### config.mk
export PLATFORM = sky130hd
export DESIGN_NAME = prog_counter
export DESIGN_NICKNAME = d
export VERILOG_FILES = /design/src/rtl/prog_counter.sv
export SDC_FILE = /design/constraint.sdc
export NUM_CORES = 1
export LEC_CHECK = 0
export ABC_AREA = 1
export CAP_MARGIN = 5
export CORE_MARGIN = 2
export CORE_UTILIZATION = 35
export DETAILED_ROUTE_END_ITERATION = 8
export GPL_ROUTABILITY_DRIVEN = 0
export HOLD_SLACK_MARGIN = 0.1
export SETUP_SLACK_MARGIN = 0.4
export SYNTH_ARGS = -nofsm -noshare
export SYNTH_HDL_FRONTEND = slang
export SYNTH_SLANG_ARGS = --single-unit
### constraint.sdc
create_clock -name clk -period 2.65 [get_ports clk]
set_input_delay 0.53 -clock clk [delete_from_list [all_inputs] [get_ports clk]]
set_output_delay 0.53 -clock clk [all_outputs]
set_load 0.005 [all_outputs]
### src/rtl/prog_counter.sv
// Programmable up/down counter with modulo, prescaler, wrap/saturate, load, tc and sticky ovf.
// Optional compare output enabled by defining PROG_COUNTER_CMP_EN.
module prog_counter #(
  parameter int WIDTH      = 8,
  parameter int PRESCALE_W = 4
) (
  input  logic                  clk,
  input  logic                  rst,
  input  logic                  en,
  input  logic                  up,
  input  logic                  sat,
  input  logic                  load,
  input  logic [WIDTH-1:0]      load_val,
  input  logic [WIDTH-1:0]      max_val,
  input  logic [PRESCALE_W-1:0] prescale,
  input  logic                  clr_flag,
  input  logic [WIDTH-1:0]      cmp_val,
  output logic [WIDTH-1:0]      count,
  output logic                  tc,
  output logic                  ovf,
  output logic                  cmp_hit
);

  logic [WIDTH-1:0]      count_q, count_d;
  logic [PRESCALE_W-1:0] pre_cnt_q, pre_cnt_d;
  logic                  tc_q, tc_d;
  logic                  ovf_q, ovf_d;
  logic                  cmp_hit_q, cmp_hit_d;
  logic                  tick;
  logic                  wrap;

  always_comb begin
    count_d   = count_q;
    pre_cnt_d = pre_cnt_q;
    tc_d      = 1'b0;
    ovf_d     = ovf_q;
    wrap      = 1'b0;
    tick      = en && (pre_cnt_q >= prescale);

    if (en) begin
      pre_cnt_d = tick ? '0 : pre_cnt_q + PRESCALE_W'(1);
    end

    if (load) begin
      count_d   = (load_val > max_val) ? max_val : load_val;
      pre_cnt_d = '0;
    end else if (tick) begin
      // A bound lowered below the current count pulls the count back without a boundary event.
      if (count_q > max_val) begin
        count_d = max_val;
      end else if (up) begin
        if (count_q == max_val) begin
          tc_d = 1'b1;
          if (!sat) begin
            count_d = '0;
            wrap    = 1'b1;
          end
        end else begin
          count_d = count_q + WIDTH'(1);
        end
      end else begin
        if (count_q == '0) begin
          tc_d = 1'b1;
          if (!sat) begin
            count_d = max_val;
            wrap    = 1'b1;
          end
        end else begin
          count_d = count_q - WIDTH'(1);
        end
      end
    end

    if (wrap) begin
      ovf_d = 1'b1;
    end else if (clr_flag) begin
      ovf_d = 1'b0;
    end
  end

`ifdef PROG_COUNTER_CMP_EN
  always_comb begin
    cmp_hit_d = (count_q == cmp_val);
  end
`else
  logic unused_cmp_val;
  assign unused_cmp_val = ^cmp_val;

  always_comb begin
    cmp_hit_d = 1'b0;
  end
`endif

  always_ff @(posedge clk or posedge rst) begin
    if (rst) begin
      count_q   <= '0;
      pre_cnt_q <= '0;
      tc_q      <= 1'b0;
      ovf_q     <= 1'b0;
      cmp_hit_q <= 1'b0;
    end else begin
      count_q   <= count_d;
      pre_cnt_q <= pre_cnt_d;
      tc_q      <= tc_d;
      ovf_q     <= ovf_d;
      cmp_hit_q <= cmp_hit_d;
    end
  end

  assign count   = count_q;
  assign tc      = tc_q;
  assign ovf     = ovf_q;
  assign cmp_hit = cmp_hit_q;

endmodule

Yosys cells after proc, flatten, opt, wreduce, memory -nomap -nowiden
Index checks and enable logic that the tools add are counted.
{"block": "totals", "reg_bits": 14, "input_bits": 35, "out_inout_bits": 11, "elab_cells": 46}
{"block": "op_classes", "addsub": 3, "magnitude_cmp": 3, "n_eq_ne": 3, "mux": 27, "reduce_logical": 6}
{"cell": "8-bit 2-to-1 mux", "count": 9}
{"cell": "8-bit > comparator", "count": 2}
{"cell": "1-bit 2-to-1 mux", "count": 15}
{"cell": "4-bit 2-to-1 mux", "count": 3}
{"cell": "5-bit inequality test, second input constant", "count": 2}
{"cell": "8-bit by 1-bit adder with 8-bit output, second input constant", "count": 1}
{"cell": "8-bit equality test", "count": 1}
{"cell": "8-bit logical NOT", "count": 1}
{"cell": "8-bit by 1-bit subtractor with 8-bit output, second input constant", "count": 1}
{"cell": "2-bit nonzero test", "count": 3}
{"cell": "4-bit by 1-bit adder with 4-bit output, second input constant", "count": 1}
{"cell": "4-bit >= comparator", "count": 1}
{"cell": "3-bit AND reduction", "count": 1}
{"cell": "1-bit logical AND", "count": 1}

Longest topological paths before layout
{"block": "depth", "ltp_word": 7, "depth_mapped": 16, "mapped_depth_nobuf": 16}

Least setup slack after synthesis
OpenSTA, ideal clock, no wires.
{"block": "synth_path", "kind": "input port to flip-flop", "from": "in max_val[7]", "to": "reg count_q[0], in the netlist count[0]", "setup_ns": 0.116, "arrival_ns": 1.728, "t_required_ns": 2.534, "path_slack_ns": 0.806, "cell_stages": 12, "cell_sequence": "inv_1 -> ha_1 -> a21o_1 -> nor2_1 -> nand2_2 -> nand2_4 -> buf_6 -> nand2_4 -> nand3_1 -> nand3_1 -> nand2_1 -> nand2_1"}
{"block": "synth_between", "elab_chain_cells": 6, "word_cells_on_any_way": 12, "classes_between": "2 x order compare; 3 x eq/ne; 6 x mux; 1 x reduce/logical"}
{"element": "start: declaration", "line": "14", "rtl": "input logic [WIDTH-1:0] max_val,"}
{"element": "branches (longest 6 deep; another with 8-bit > comparator)"}
{"element": "end signal: assignment", "line": "102", "rtl": "count_q <= count_d;"}
{"element": "end: declaration", "line": "24", "rtl": "logic [WIDTH-1:0] count_q, count_d;"}
Parallel ways; which one is timed is not known. The select of a mux whose other input is x is not followed.
A chain may end at the register's enable or synchronous reset.

Worst setup path after layout
{"block": "layout_path", "from": "in max_val[4]", "to": "reg count_q[0], in the netlist count[0]"}
Same word-level chain as after synthesis.

==> reports/results.tsv <==
stage	metric	value	unit
run_status	status	completed	
cells_and_area	stdcell_count	431	
floorplanning	die_x	79.47	um
timing	max_freq	0.4551	GHz
worst_setup_path	slowest_stage	clkdlybuf4s50_1	
worst_setup_path	start_kind	primary input	
drt	drc	0	
timing	tightest_slew	551.3	ps
logic_synthesis	synth_edf_count	0	
timing	hold_viol_final	0	
cells_and_area	n_fill_cell	563	
clock_tree	cts_tree	built	
run	drv_cap	0	
logic_synthesis	synth.distinct_cells	33	
cells_and_area	layout.nets	419	
logic_synthesis	synth_top_cell_by_area	dfrtp_1	
worst_setup_path	crit_fanout	4	
drt	wirelength	5.445	mm
clock_tree	cts-buffers-inserted	3	
timing	post-route-min-period	2198	ps
global_route	grt_start_max_net_pins	15	
drt	viasPerCell	4.821	
place	dp_cells	420	
global_route	antenna_found_initial	0	
floorplanning	row_count	27	
cells_and_area	fin_util	49.72	%
timing	rsz0062_at_grt	no	
drt	ant_nets	0	
timing	setup_tns	0	ps
clock_tree	cts_max_level	1	
clock_tree	clk_latency	260	ps
drt	routedWlPerCell	12.63	um
floorplanning	io-pin-count	46	
logic_synthesis	ys_async_sr_fraction	100.0	%
worst_setup_path	slowest_delay	490	ps
clock_tree	postCtsHoldBufs	0	
drt	drt-initial-drc-count	95	
logic_synthesis	yosys_warnings	0	
cells_and_area	layout-drive-gt1-share	20.06	%
timing	setup_viol_count_final	0	
logic_synthesis	synth.net_count	367	
global_route	grt_pass1_vias	1959	
logic_synthesis	syn_area_per_cell	6.471	um^2
power_and_ir_drop	powerDensity	548.5	mW/mm^2
worst_setup_path	crit_type	in2reg	
drt	vias	2078	
worst_setup_path	endpoint_kind	flip-flop	
global_route	overflow	0	
worst_setup_path	crit_family	simple AND/OR/NAND/NOR gates	
worst_hold_path	worstHoldStart	ovf	
logic_synthesis	synthFlopType	dfrtp_1	
worst_setup_path	critPathArrivalTime	2350	ps
floorplanning	die-area	0.006315	mm^2
clock_tree	cts_sinks	14	
timing	slew_headroom	63.20	%
worst_setup_path	startpoint	max_val[4]	
drt	first_pass_iters	4	
logic_synthesis	synth-seq-cells	14	
timing	final.period_utilization	82.93	%
clock_tree	clockBufferDepth	2	
clock_tree	clk_pin_slew_worst_paths	60	ps
worst_setup_path	crit_top_cell	nand2_1	
logic_synthesis	ys_seq_area_share	17.58	%
cells_and_area	antennaDiodeCount	0	
logic_synthesis	syn_area	0.001993	mm^2
power_and_ir_drop	vdd_drop_max	0.4486	mV
logic_synthesis	synthCells	308	
floorplanning	die_h	79.47	um
clock_tree	root_buffer	clkbuf_8	
place	portBuffers	36	
cells_and_area	multiInputGateArea	0.001521	mm^2
place	dpl.hpwl	4.202	mm
timing	hold_ws	521.4	ps
worst_hold_path	hold_path.class	reg2reg	
logic_synthesis	synth_top_area_share	17.58	%
cells_and_area	regArea	350.3	um^2
global_route	grt_usage	17.97	%
cells_and_area	areaGrowthSynthToFinish	37.35	%
power_and_ir_drop	power.leakage	1.459	nW
global_route	grt_pass1_wl	9.128	mm
floorplanning	start_util	36.20	%
logic_synthesis	yosys-top-cells-area	dfrtp_1 (18%), nand2_1 (18%), ha_1 (15%)	
worst_setup_path	path_cells	clkdlybuf4s50_1, inv_1, ha_1, nand2_1, nor2_4, nand2_4, nand2_4, buf_4, nand2_1, nand4_1, nand3_2, nand2_1, nand2_1	
worst_setup_path	r2r-start	count[6]	
worst_setup_path	cp.required	2800	ps
worst_setup_path	cp_num_buf_inv	3	
timing	slew_violations	0	
timing	fin_skew	0.8067	ps
floorplanning	design.core.area	0.005507	mm^2
==> worst register-to-register path: cells and delay by family (launching register included) <==
family / cells / cell delay, ps
AND/OR/NAND/NOR: 9 / 890
flip-flops: 1 / 490
adder cells (fa/ha/maj): 1 / 350
buffers and inverters: 1 / 110
==> layer usage <==
metal	up-vias	part of all wire (%)	GRT usage (%)
li1	1098	-	-
met1	943	49	24.57
met2	34	47	29.50
met3	3	4.3	3.054
met4	0	0.46	3.966
met5	-	0	0
==> per-stage QoR <==
stage	power, W	setup WS (ps)	area [um^2]
after floorplan	0.0009206	805.5	1993
after global placement	0.001157	42.07	2464
after global routing	0.001643	340.5	2738
final	0.001502	452.4	2738
after CTS	0.001441	398.7	2597
after detailed placement	0.001165	57.23	2464
==> kinds of logic (layout without fill, tap and decap cells) <==
kind of cell | after synthesis | after routing | share of synthesized area, %
simple gates | 185 | 186 | 45.76
buf+inv | 57 | 107 | 13.12
fa+ha+maj | 24 | 24 | 15.07
compound gates | 21 | 21 | 5.649
flops | 14 | 14 | 17.58
xor+xnor | 6 | 6 | 2.637
other cells | 1 | 1 | 0.1881
==> flip-flops by register name, indices dropped and copies added (netlist names) <==
signal,cells
count,8
pre_cnt_q,4
ovf,1
tc,1
==> power by group <==
part	switching (W)	total, W	internal [W]
combinational	0.000555	0.000977	0.000421
sequential	0.0000522	0.000304	0.000252
clock	0.0000881	0.000220	0.000132
==> placed cells by master, fill, tap and decap left out, drive strengths merged <==
cell           Yosys  routed
a21o               2       2
a21oi              6       6
buf                8      18
clkbuf             0       4
clkdlybuf4s50      0      31
clkinv             2       2
conb               1       1
dfrtp             14      14
dlygate4sd2        0       1
dlymetal6s2s       0       4
ha                24      24
inv               47      47
nand2            102     103
nand3             50      50
nand3b             1       1
nand4              9       9
nor2              21      21
nor3               2       2
o21ai             12      12
o21bai             1       1
xnor2              1       1
xor2               5       5
==> synthesized netlist by cell type (all sizes together), types with 2 or more instances <==
master and number:
nor3 2, dfrtp 14, o21ai 12, clkinv 2, a21o 2, xor2 5
inv 47, ha 24, buf 8, nand2 102, nand3 50, nor2 21
a21oi 6, nand4 9
==> worst paths after layout <==
path | to | slack (ps) | cells past startpoint
max | count[0] | 450 | 13
min | ovf | 520 | 2
max reg2reg | count[0] | 740 | 11
min reg2reg | ovf | 520 | 2
max in group asynchronous | count[4] | 1670 | 2
min in group asynchronous | tc | 610 | 2
==> area by class of cell <==
class / instances / area share, %
tap: 72 / 3.291
sequential: 14 / 12.80
clock buffer: 4 / 2.011
timing repair buffer: 54 / 19.33
inverter: 49 / 6.993
multi-input combinational: 238 / 55.58
==> what timing repair did <==
action	in CTS	in global routing
pin swaps	8	11
gates resized for setup	10	30
setup endpoints to repair	9	9
setup buffers	3	3
gates cloned	1	0
No activity file was read; power rests on OpenSTA's default activity.
